$ cat config.mk
export PLATFORM = sky130hd
export DESIGN_NAME = cpu_instr_sequencer
export DESIGN_NICKNAME = d
export VERILOG_FILES = /design/src/rtl/cpu_instr_sequencer.sv
export SDC_FILE = /design/constraint.sdc
export NUM_CORES = 1
export LEC_CHECK = 0
export CORE_MARGIN = 2
export CORE_UTILIZATION = 45
export DETAILED_ROUTE_END_ITERATION = 6
export PLACE_DENSITY = 0.74
export SLEW_MARGIN = 20
export SYNTH_ARGS = -nofsm -noshare
export SYNTH_HDL_FRONTEND = slang
export SYNTH_SLANG_ARGS = --single-unit
$ cat constraint.sdc
create_clock -name clk -period 2.4 [get_ports clk]
set_clock_uncertainty 0.1 [all_clocks]
set_input_delay 0.36 -clock clk [delete_from_list [all_inputs] [get_ports clk]]
set_output_delay 0.36 -clock clk [all_outputs]
set_load 0.02 [all_outputs]
$ cat src/rtl/cpu_instr_sequencer.sv
// Instruction fetch/issue stage for the 4-bit-address CPU core: a loadable
// program memory stepped by a program counter, driving registered opcode/address/myinput.
module cpu_instr_sequencer #(
    parameter int          N       = 4,
    parameter int          W       = 8,
    parameter logic [3:0]  IDLE_OP = 4'b0110
) (
    input  logic             clk,
    input  logic             rst,
    input  logic             prog_we,
    input  logic [N-1:0]     prog_addr,
    input  logic [W+7:0]     prog_data,
    input  logic             start,
    input  logic             hold,
    output logic [3:0]       opcode,
    output logic [N-1:0]     address,
    output logic [W-1:0]     myinput,
    output logic             issue_valid,
    output logic [N-1:0]     pc,
    output logic             busy,
    output logic             halted,
    output logic             done,
    output logic [7:0]       icount
);

    typedef enum logic [1:0] {IDLE, RUN, HALT} state_t;

    localparam int            DEPTH    = 2 ** N;
    localparam logic [3:0]    HLT_OP   = 4'b1111;
    localparam logic [W+7:0]  HLT_WORD = {HLT_OP, 4'b0000, {W{1'b0}}};
    localparam logic [N-1:0]  PC_LAST  = '1;
    localparam logic [N-1:0]  PC_ONE   = {{(N-1){1'b0}}, 1'b1};

    state_t         state;
    logic [W+7:0]   mem [DEPTH];
    logic [W+7:0]   fetch_word;

    assign fetch_word = mem[pc];
    assign busy       = (state == RUN);
    assign halted     = (state == HALT);

    // NOTE: the program memory is reset to HLT words so an unloaded program
    // halts at once; this forces it into flops rather than a RAM macro.
    always_ff @(posedge clk or negedge rst) begin
        if (!rst) begin
            state       <= IDLE;
            pc          <= '0;
            icount      <= '0;
            opcode      <= IDLE_OP;
            address     <= '0;
            myinput     <= '0;
            issue_valid <= 1'b0;
            done        <= 1'b0;
            for (int i = 0; i < DEPTH; i++) begin
                mem[i] <= HLT_WORD;
            end
        end else begin
            // NOTE: non-blocking throughout, so these defaults are simply
            // overridden by a later assignment in the same edge when an issue occurs.
            opcode      <= IDLE_OP;
            address     <= '0;
            myinput     <= '0;
            issue_valid <= 1'b0;
            done        <= 1'b0;

            case (state)
                IDLE, HALT: begin
                    if (prog_we) begin
                        mem[prog_addr] <= prog_data;
                    end
                    if (start) begin
                        pc     <= '0;
                        icount <= '0;
                        state  <= RUN;
                    end
                end

                RUN: begin
                    if (!hold) begin
                        opcode      <= fetch_word[W+7:W+4];
                        address     <= fetch_word[W +: N];
                        myinput     <= fetch_word[W-1:0];
                        issue_valid <= 1'b1;
                        if (icount != 8'hFF) begin
                            icount <= icount + 8'd1;
                        end
                        // Stop on HLT or at the last entry; the pc never wraps.
                        if (fetch_word[W+7:W+4] == HLT_OP || pc == PC_LAST) begin
                            state <= HALT;
                            done  <= 1'b1;
                        end else begin
                            pc <= pc + PC_ONE;
                        end
                    end
                end

                default: state <= IDLE;
            endcase
        end
    end

endmodule

==> flow_summary.yaml <==
timing:
  fmax_ghz: 0.4295
  timing.final.max_slew_violations: 0
  worst-slew-pin-transition_ns: 0.6042
  rsz0062_at_grt: "no"
  relSlewSlack_pct: 59.59
  total_neg_setup_slack_ns: 0
  min_period_over_period_pct: 97.02
  final-setup-viol-count: 0
  final_hold_viol_count: 0
  period_needed_ns: 2.328
synth:
  dominantRegCellSynth: "dfrtp_1"
  netlist_top_cells_area: "dfrtp_1, mux2_2, dfstp_2"
  synth_area_per_cell_um2: 16.12
  synth.top_cells.by_count: "mux2_2, dfrtp_1, dfstp_2"
  synth.lib_cells_used.distinct: 44
  sequential_share_of_the_synthesized_area_pct: 55.22
  synthArstFlopShare_pct: 100.0
  syn-num-nets: 846
  synthDominantAreaCellType: "dfrtp_1"
  synth-edff-count: 0
  synth_top_area_share_pct: 42.09
  cell_area_after_synthesis_um2: 13200
  syn-instance-count: 819
  synth_warnings: 0
  ys_seq_elements: 288
  most_used_standard_cell_by_instance_count_after_synthesis: "mux2_2"
cts:
  tritoncts_num_sinks: 288
  h-tree-depth: 1
  cts_tree: "done"
  cts.clk_slew.worst_paths_ns: 0.06
  clock_path_buffers: 3
  root_buffer: "clkbuf_16"
  worstSkewPairLatency_ns: 0.56
  cts_buffers: 30
finish:
  area_overhead_vs_synth_pct: 17.93
  finalNetCount: 936
  antenna_cells_inserted: 0
  layoutNonFillerInstCount: 1317
  drive_gt1_share_pct: 50.48
  final.fill_count: 2271
  final_area_um2: 15570
  final_util_pct: 54.09
routing:
  detail_route.drc_violations: 0
  firstDrtPassIters: 5
  drt_iter0_markers: 424
  via_count: 7457
  postRouteWirelength_um: 28930
  route.antenna.remaining_nets: 0
  routedWlPerCell_um: 21.97
  vias_per_cell: 5.662
placement:
  rd_place_congestion: 0.7843
  number_of_buffers_added_on_ports: 56
  post-place-cells: 1250
  hpwlAfterDp_um: 18050
  dpl_cell_area_um2: 14500
die:
  ios: 57
  start_util_pct: 45.87
  num_rows: 62
  coreArea_um2: 28780
  die-height_um: 175.3
  fp.dieArea_um2: 30720
  width_of_the_die_um: 175.3
global_routing:
  first_global_vias: 7849
  grt_usage_pct: 19.40
  antenna_violations_before_repair: 0
  pin_count_of_the_biggest_net_entering_global_routing: 92
  grt_remaining_overflow: 0
  global_route_wire_length_before_repair_um: 46220
power:
  power.static_leakage_nw: 7.133
  p_per_area_nw_per_um2: 1146
  irDropWorstVdd_uv: 534.3
setup_path:
  category_of_the_worst_setup_path_capture_point: "flop"
  reg2reg_slack_ns: 0.07
  kind_of_critical_path: "reg -> reg"
  critical_path.startpoint_type: "flop"
  cp_data_arrival_time_ns: 2.66
  cp_max_fo: 15
  required_ns: 2.73
status:
  run_status: "completed"
run:
  max-cap-violations: 0
min_path:
  class_of_the_most_critical_hold_timing_path: "in -> async"
## repair_timing
action,4_1_cts,5_1_grt
resized for setup,1,1
endpoints found under the hold margin,49,0
pin swaps,0,2
endpoints found under the setup margin,1,2
buffers inserted,0,10
hold buffers,1,0
## report_power, final
part / internal [W] / total (W) / switching, W / leakage [nW]
sequential: 0.00669 / 0.00746 / 0.000775 / 3.65
combinational: 0.00332 / 0.00584 / 0.00252 / 3.00
clock: 0.00266 / 0.00453 / 0.00187 / 0.480
## routing by layer
layer	vias to the layer above	part of all wire [%]	GRT usage (%)
met5	-	0	0
met4	0	1.6	3.993
met3	40	4.4	3.030
met2	160	48	30.86
met1	3991	46	28.52
li1	3266	-	-
## cell usage in the layout, fill, tap and decap left out, drive strengths merged, types with 2 or more instances in the layout
cell type      count
and3               3
nor2               9
clkdlybuf4s50     53
o31ai              2
mux2             256
nand2b             3
xor2               2
buf               62
mux4              68
nand2             22
mux2i             18
a21oi              6
dfrtp            222
inv                6
a22oi              7
nand3              9
ha                 2
clkbuf            48
nor4               2
clkinv             6
nor2b              7
o21ai             13
dfstp             66
a22o               3
a221oi             8
and2              16
## worst max-delay path: stages (launching register included)
cell and delay [ns]:
dfrtp_4 0.50, buf_4 0.32, mux4_1 0.61, mux4_2 0.48, and2_1 0.17
## metrics by stage
step / hold slack, ns / total power [W] / setup WS, ns
2_1_floorplan: -0.03559 / 0.01156 / 0.05551
3_3_place_gp: 0.2092 / 0.01309 / 0.07365
3_5_place_dp: 0.2092 / 0.01327 / 0.05242
4_1_cts: 0.2092 / 0.01787 / 0.02712
5_1_grt: 0.2293 / 0.01876 / 0.003659
6_report: 0.2033 / 0.01784 / 0.07156
## path summary, 6_finish.rpt
path                       startpoint         end  cells after the start
hold reg to reg               mem[53]     mem[53]                      1
min in group clk              mem[53]     mem[53]                      1
setup reg to reg                pc[0]  myinput[4]                      4
setup / recovery                pc[0]  myinput[4]                      4
hold / removal                    rst    mem[216]                      2
max in group asynchronous         rst    mem[117]                      3
## area by class of cell
class                           instances  area [µm²]  share of cell area [%]
Sequential cell                       288        7295                   46.86
Timing Repair Buffer                  118        1247                   8.013
Tap cell                              384       480.5                   3.086
Inverter                                6       22.52                  0.1447
Clock inverter                          8       78.83                  0.5064
Clock buffer                           48       898.4                   5.771
Multi-Input combinational cell        465        5545                   35.62
## sequential cells by signal, summed over array words and instances (netlist names), 2 cells and up
name     cells
address      4
icount       8
mem        256
myinput      8
opcode       4
pc           4
state        2
## cells by family after synthesis
logic type      after synthesis  synth area share [%]
compound gates               43                 2.749
xor+xnor                      3                0.1991
fa+ha+maj                     2                0.1895
buf+inv                      66                 2.891
flops                       288                 55.22
mux                         342                 35.80
simple gates                 75                 2.948
Power figures use the tool's default switching activity.
